`src/rtl/l2_writeback_unit_pkg.sv`:
```
// Shared types for the L2 flush/writeback engine: sweep states, burst geometry
// and the cache line container.
package l2_writeback_unit_pkg;

  typedef enum logic [2:0] {
    IDLE,
    READ,
    WAIT,
    CHECK,
    BURST,
    CLEAR,
    NEXT,
    DONE
  } wb_state_t;

  localparam int unsigned BEATS_PER_LINE = 4;

  typedef logic [255:0] line_t;

endpackage

```
`src/rtl/l2_writeback_unit_if.sv`:
```
// Array-side and memory-side signals of the writeback engine; the engine is the
// master, the L2 arrays plus memory bus form the slave.
interface l2_writeback_unit_if
  import l2_writeback_unit_pkg::*;
#(
  parameter int unsigned s_index = 3,
  parameter int unsigned s_tag   = 24,
  parameter int unsigned s_beat  = 64
);

  logic               arr_read;
  logic [s_index-1:0] arr_index;
  logic               dirty_load;
  logic               dirty_datain;
  logic               valid_in;
  logic               dirty_in;
  logic [s_tag-1:0]   tag_in;
  line_t              line_in;
  logic               mem_write;
  logic [31:0]        mem_address;
  logic [s_beat-1:0]  mem_wdata;
  logic               mem_resp;

  modport master (
    output arr_read, arr_index, dirty_load, dirty_datain,
    output mem_write, mem_address, mem_wdata,
    input  valid_in, dirty_in, tag_in, line_in, mem_resp
  );

  modport slave (
    input  arr_read, arr_index, dirty_load, dirty_datain,
    input  mem_write, mem_address, mem_wdata,
    output valid_in, dirty_in, tag_in, line_in, mem_resp
  );

endinterface

```
`src/rtl/l2_writeback_unit.sv`:
```
// L2 flush engine: walks every set, writes each valid+dirty line to memory as a
// 4-beat burst from a latched copy, then clears that set's dirty bit.
module l2_writeback_unit
  import l2_writeback_unit_pkg::*;
#(
  parameter int unsigned s_index  = 3,
  parameter int unsigned s_offset = 5,
  parameter int unsigned s_tag    = 24,
  parameter int unsigned s_beat   = 64
) (
  input  logic                clk,
  input  logic                rst,
  input  logic                start,
  output logic                busy,
  output logic                done,
  l2_writeback_unit_if.master bus
);

  localparam int unsigned NUM_SETS = 2 ** s_index;

  wb_state_t          r_state;
  wb_state_t          w_next;
  logic [s_index-1:0] r_set;
  logic [1:0]         r_beat;
  line_t              r_line;
  logic [31:0]        r_addr;
  logic               r_busy;
  logic               r_done;
  logic               r_arr_read;
  logic               r_dirty_load;
  logic               r_mem_write;

  logic w_hit;
  logic w_last_beat;
  logic w_last_set;

  assign w_hit       = bus.valid_in & bus.dirty_in;
  assign w_last_beat = bus.mem_resp && (r_beat == 2'(BEATS_PER_LINE - 1));
  assign w_last_set  = (r_set == s_index'(NUM_SETS - 1));

  always_comb begin
    w_next = r_state;
    unique case (r_state)
      IDLE:    if (start) w_next = READ;
      READ:    w_next = WAIT;
      WAIT:    w_next = CHECK;
      CHECK:   w_next = w_hit ? BURST : NEXT;
      BURST:   if (w_last_beat) w_next = CLEAR;
      CLEAR:   w_next = NEXT;
      NEXT:    w_next = w_last_set ? DONE : READ;
      DONE:    w_next = IDLE;
      default: w_next = IDLE;
    endcase
  end

  // Strobes are registered from the next state so they line up with the state
  // they belong to while still coming straight out of flops.
  always_ff @(posedge clk) begin
    if (rst) begin
      r_state      <= IDLE;
      r_set        <= '0;
      r_beat       <= '0;
      r_line       <= '0;
      r_addr       <= '0;
      r_busy       <= 1'b0;
      r_done       <= 1'b0;
      r_arr_read   <= 1'b0;
      r_dirty_load <= 1'b0;
      r_mem_write  <= 1'b0;
    end else begin
      r_state      <= w_next;
      r_busy       <= (w_next != IDLE);
      r_done       <= (w_next == DONE);
      r_arr_read   <= (w_next == READ);
      r_dirty_load <= (w_next == CLEAR);
      r_mem_write  <= (w_next == BURST);
      unique case (r_state)
        IDLE: if (start) r_set <= '0;
        CHECK: begin
          if (w_hit) begin
            r_line <= bus.line_in;
            r_addr <= {bus.tag_in, r_set, {s_offset{1'b0}}};
            r_beat <= '0;
          end
        end
        BURST: if (bus.mem_resp) r_beat <= r_beat + 2'd1;
        NEXT:  if (!w_last_set) r_set <= r_set + s_index'(1);
        default: ;
      endcase
    end
  end

  assign busy             = r_busy;
  assign done             = r_done;
  assign bus.arr_read     = r_arr_read;
  assign bus.arr_index    = r_set;
  assign bus.dirty_load   = r_dirty_load;
  assign bus.dirty_datain = 1'b0;
  assign bus.mem_write    = r_mem_write;
  assign bus.mem_address  = r_addr;
  assign bus.mem_wdata    = r_line[s_beat * r_beat +: s_beat];

endmodule
```
`src/flat_wrapper.sv`:
```
// flat-port wrapper written by rule: the top's interface ports become plain ports
module l2_writeback_unit_flat import l2_writeback_unit_pkg::*;
#(
  parameter int unsigned s_index  = 3,
  parameter int unsigned s_offset = 5,
  parameter int unsigned s_tag    = 24,
  parameter int unsigned s_beat   = 64
)
  (clk, rst, start, busy, done, bus_arr_read, bus_arr_index, bus_dirty_load, bus_dirty_datain, bus_mem_write, bus_mem_address, bus_mem_wdata, bus_valid_in, bus_dirty_in, bus_tag_in, bus_line_in, bus_mem_resp);
  l2_writeback_unit_if #(.s_index(s_index), .s_tag(s_tag), .s_beat(s_beat)) bus_i ();
  input  logic clk;
  input  logic rst;
  input  logic start;
  output logic busy;
  output logic done;
  output wire logic [$bits(bus_i.arr_read)-1:0] bus_arr_read;
  output wire logic [$bits(bus_i.arr_index)-1:0] bus_arr_index;
  output wire logic [$bits(bus_i.dirty_load)-1:0] bus_dirty_load;
  output wire logic [$bits(bus_i.dirty_datain)-1:0] bus_dirty_datain;
  output wire logic [$bits(bus_i.mem_write)-1:0] bus_mem_write;
  output wire logic [$bits(bus_i.mem_address)-1:0] bus_mem_address;
  output wire logic [$bits(bus_i.mem_wdata)-1:0] bus_mem_wdata;
  input wire logic [$bits(bus_i.valid_in)-1:0] bus_valid_in;
  input wire logic [$bits(bus_i.dirty_in)-1:0] bus_dirty_in;
  input wire logic [$bits(bus_i.tag_in)-1:0] bus_tag_in;
  input wire logic [$bits(bus_i.line_in)-1:0] bus_line_in;
  input wire logic [$bits(bus_i.mem_resp)-1:0] bus_mem_resp;
  assign bus_arr_read = bus_i.arr_read;
  assign bus_arr_index = bus_i.arr_index;
  assign bus_dirty_load = bus_i.dirty_load;
  assign bus_dirty_datain = bus_i.dirty_datain;
  assign bus_mem_write = bus_i.mem_write;
  assign bus_mem_address = bus_i.mem_address;
  assign bus_mem_wdata = bus_i.mem_wdata;
  assign bus_i.valid_in = bus_valid_in;
  assign bus_i.dirty_in = bus_dirty_in;
  assign bus_i.tag_in = bus_tag_in;
  assign bus_i.line_in = bus_line_in;
  assign bus_i.mem_resp = bus_mem_resp;
  l2_writeback_unit #(.s_index(s_index), .s_offset(s_offset), .s_tag(s_tag), .s_beat(s_beat)) u_core (.clk(clk), .rst(rst), .start(start), .busy(busy), .done(done), .bus(bus_i));
endmodule
```
`config.mk`:
```
export PLATFORM = sky130hd
export DESIGN_NAME = l2_writeback_unit_flat
export DESIGN_NICKNAME = d
export VERILOG_FILES = /design/src/rtl/l2_writeback_unit_pkg.sv /design/src/rtl/l2_writeback_unit_if.sv /design/src/rtl/l2_writeback_unit.sv /design/src/flat_wrapper.sv
export SDC_FILE = /design/constraint.sdc
export NUM_CORES = 1
export LEC_CHECK = 0
export ABC_AREA = 1
export CORE_ASPECT_RATIO = 1.5
export CORE_MARGIN = 2
export CORE_UTILIZATION = 47
export DETAILED_ROUTE_END_ITERATION = 6
export PLACE_DENSITY = 0.84
export SYNTH_ARGS = -nofsm -noshare
export SYNTH_HDL_FRONTEND = slang
export SYNTH_SLANG_ARGS = --single-unit
```
`constraint.sdc`:
```
create_clock -name clk -period 2 [get_ports clk]
set_clock_uncertainty 0.1 [all_clocks]
set_input_delay 0.4 -clock clk [delete_from_list [all_inputs] [get_ports clk]]
set_output_delay 0.4 -clock clk [all_outputs]
set_load 0.02 [all_outputs]
```
==> impl_metrics.csv <==
group,metric,value,unit
cells_and_area,regArea,0.005933,mm²
sta,fin_crit_sh,1.167,
pwr,power.density,685.4,mW/mm²
detailed_routing,wire_per_inst,20.59,µm
outcome,violations,"design-rule violations, negative setup slack",
placement,placed_cell_area,0.01709,mm²
placement,dpl.hpwl,30300,µm
clocking,cts.sinks,296,
pwr,p_leak,0.007449,µW
floorplanning,initial_core_util,0.4795,
synth,synth.area.top_cells,"dfxtp_1 46%, nand3_1 11%, a21oi_1 11%, nand2_1 8.8%, o21ai_0 5.1%",
clocking,cts_hold_buf,0,
sta,timing.hold.ws,0.1603,ns
worst_setup_path,startpoint,"u_core.r_beat[0]$_SDFFE_PP0P_",
floorplanning,core-area,0.02658,mm²
floorplanning,rows,73,
cells_and_area,drive_gt1_frac,0.1807,
detailed_routing,post_drt_via_cell_ratio,5.943,
placement,pre_cts_slack,-0.2602,ns
worst_setup_path,r2r-start,"u_core.r_state[1]$_SDFF_PP0_",
cells_and_area,syn2layout_area_growth,54.69,%
sta,report.final.slew_viol_count,0,
hold_path,holdPathStages,2,
worst_setup_path,timing.rr.end,"u_core.r_line[113]$_SDFFE_PP0P_",
hold_path,hold_path.class,"in2reg",
clocking,h-tree-depth,1,
worst_setup_path,cpMaxStageDelayCell,"dfxtp_4",
pwr,ir_worst_vdd,0.0007252,V
synth,synth_cell_type_count,22,
sta,hold_viol,0,
floorplanning,top_level_ports,391,
clocking,clk_pin_slew,0.07,ns
cells_and_area,multiInputGateArea,0.006569,mm²
worst_setup_path,start_kind,"flip-flop",
detailed_routing,first_pass_iters,7,
worst_setup_path,crit_fanout,11,
floorplanning,dieHeight,205.7,µm
worst_setup_path,worst-endpoint-arrival,1.83,ns
global_route,grt_max_degree,99,
global_route,overflow,0,
global_route,antenna_found_initial,18,
clocking,ctsLongestPathBuffers,3,
global_route,grt_usage,0.3133,
sta,fin_ws,-0.3339,ns
synth,synth_top_area_cell,"dfxtp_1",
floorplanning,fp.dieW,138.4,µm
flow_run,drv_cap,0,
detailed_routing,drt_iter0_markers,1301,
worst_setup_path,worstSetupPathType,"reg2out",
synth,ys_warn_count,0,
outcome,outcome,"complete, but fails checks",
clocking,root_buffer,"clkbuf_16",
worst_setup_path,reg2reg_depth,6,
detailed_routing,wl,50220,µm
worst_setup_path,slowest_delay,0.42,ns
detailed_routing,remaining_drc_errors,5,
synth,synthesis.area,0.01274,mm²
global_route,grt_pass1_vias,13925,
placement,place.gp.congestion,0.9575,
sta,rsz0062_at_grt,"true",
cells_and_area,final_cell_mix,"298 x nand2_1, 294 x dfxtp_1, 290 x nand3_1, 288 x a21oi_1, 288 x clkdlybuf4s50_1",
detailed_routing,num_vias,14494,
synth,yosysSeqAreaShare,0.4650,
placement,port_buffers,384,
detailed_routing,postRouteAntennaNets,0,
cells_and_area,final_common_cell,"nand2_1",
clocking,cts_buffers,28,
cells_and_area,stdcell_area,0.01971,mm²
synth,yosys.area.top_type_share,0.4650,
clocking,cts_tree,"yes",
worst_setup_path,end_kind,"output port",
hold_path,min_from,"rst",
worst_setup_path,crit_top_cell,"buf_4",
clocking,clkLatencyLatePin,0.54,ns
cells_and_area,num-fill-cells,1826,
cells_and_area,layout.nets,2357,
worst_setup_path,r2r_slack,0.11,ns
worst_setup_path,path_cells,"buf_12, buf_16, buf_4, nor2_1, o22ai_1, buf_4",
worst_setup_path,crit_required,1.50,ns
sta,min_period,2.334,ns
sta,fmax,428.5,MHz
synth,syn_inst,1708,
sta,setup_viol,64,
synth,syn_avg_cell_area,7.461,µm²
synth,synth-seq-cells,296,
hold_path,holdPathEnd,"u_core.r_state[0]$_SDFF_PP0_",
floorplanning,die_area,0.02847,mm²
global_route,grt_pass1_wl,72360,µm
==> where the power goes <==
part           total [µW]  switching (µW)  internal, µW
Clock                5460            2320          3140
Sequential           6050            73.0          5970
Combinational        2010            1010           994
==> per-stage QoR <==
step             util  power [µW]  cells  TNS (ns)
6_report       0.7417       13510   2439    -15.33
5_1_grt        0.7416       13880   2438    -17.86
4_1_cts        0.7144       13440   2418    -16.62
3_5_place_dp   0.6428        7993   2338    -24.88
3_3_place_gp   0.6428        7965   2338    -21.77
2_1_floorplan       -        7063   1713         0
==> state kept, by name, indices dropped and copies added (netlist names) <==
name and cells:
u_core.r_state 3, u_core.done 1, u_core.bus.mem_write 1, u_core.busy 1
u_core.bus.dirty_load 1, u_core.bus.mem_address 27, u_core.bus.arr_read 1, u_core.r_line 256
u_core.bus.arr_index 3, u_core.r_beat 2
==> critical path: cells and delay by family, from the launching register on <==
family / cells / cell delay, ns
compound gates: 1 / 0.19
buf+inv: 4 / 0.63
flops: 1 / 0.42
simple gates: 1 / 0.05
==> synthesized netlist by cell type <==
cell,count
a21oi_1,288
buf_1,2
buf_2,41
buf_4,47
buf_6,23
clkbuf_1,61
conb_1,1
dfxtp_1,296
ha_1,3
inv_1,9
inv_2,4
nand2_1,298
nand2_4,1
nand3_1,290
nand3b_1,1
nand4_1,5
nor2_1,140
nor2_8,1
nor3_1,1
nor4_1,1
o21ai_0,131
o22ai_1,64
==> timing repair <==
action,CTS,global route
endpoints found under the setup margin,75,84
setup buffers,16,6
gates cloned,16,5
gates resized for setup,505,212
pin swaps,54,76
==> metal layers <==
metal | up-vias | wire length (µm) | track usage
met3 | 239 | 3911 | 0.04422
met2 | 860 | 25200 | 0.5474
met1 | 6791 | 17520 | 0.3547
li1 | 6600 | - | -
met5 | - | 24 | 0
met4 | 4 | 3559 | 0.2147
==> cell families (layout without fill, tap and decap cells) <==
group	Yosys count	after routing	share of synthesized area
fa+ha+maj	3	3	0.002946
flops	296	296	0.4650
compound gates	483	483	0.1960
simple gates	738	738	0.2493
other cells	1	22	0.0002943
buf+inv	187	560	0.08650
==> worst max path at each step <==
stage                                   end  slack [ns]  depth (start not counted)
after global placement    bus_mem_wdata[13]       -0.28                          6
after floorplan            bus_mem_wdata[0]        0.14                          6
after global routing      bus_mem_wdata[57]       -0.37                          6
final                     bus_mem_wdata[57]       -0.33                          6
after CTS                 bus_mem_wdata[26]       -0.33                          6
after detailed placement  bus_mem_wdata[13]       -0.26                          6
==> cell type report <==
cell class | count | share of cell area
flip-flops and latches | 296 | 0.3010
repair buffers | 499 | 0.2913
inverters | 13 | 0.003618
clock inverters | 11 | 0.005586
well taps | 337 | 0.02139
clock buffers | 37 | 0.04189
multi-input cells | 1230 | 0.3332
diodes | 16 | 0.002031
No activity file was read; power rests on OpenSTA's default activity.
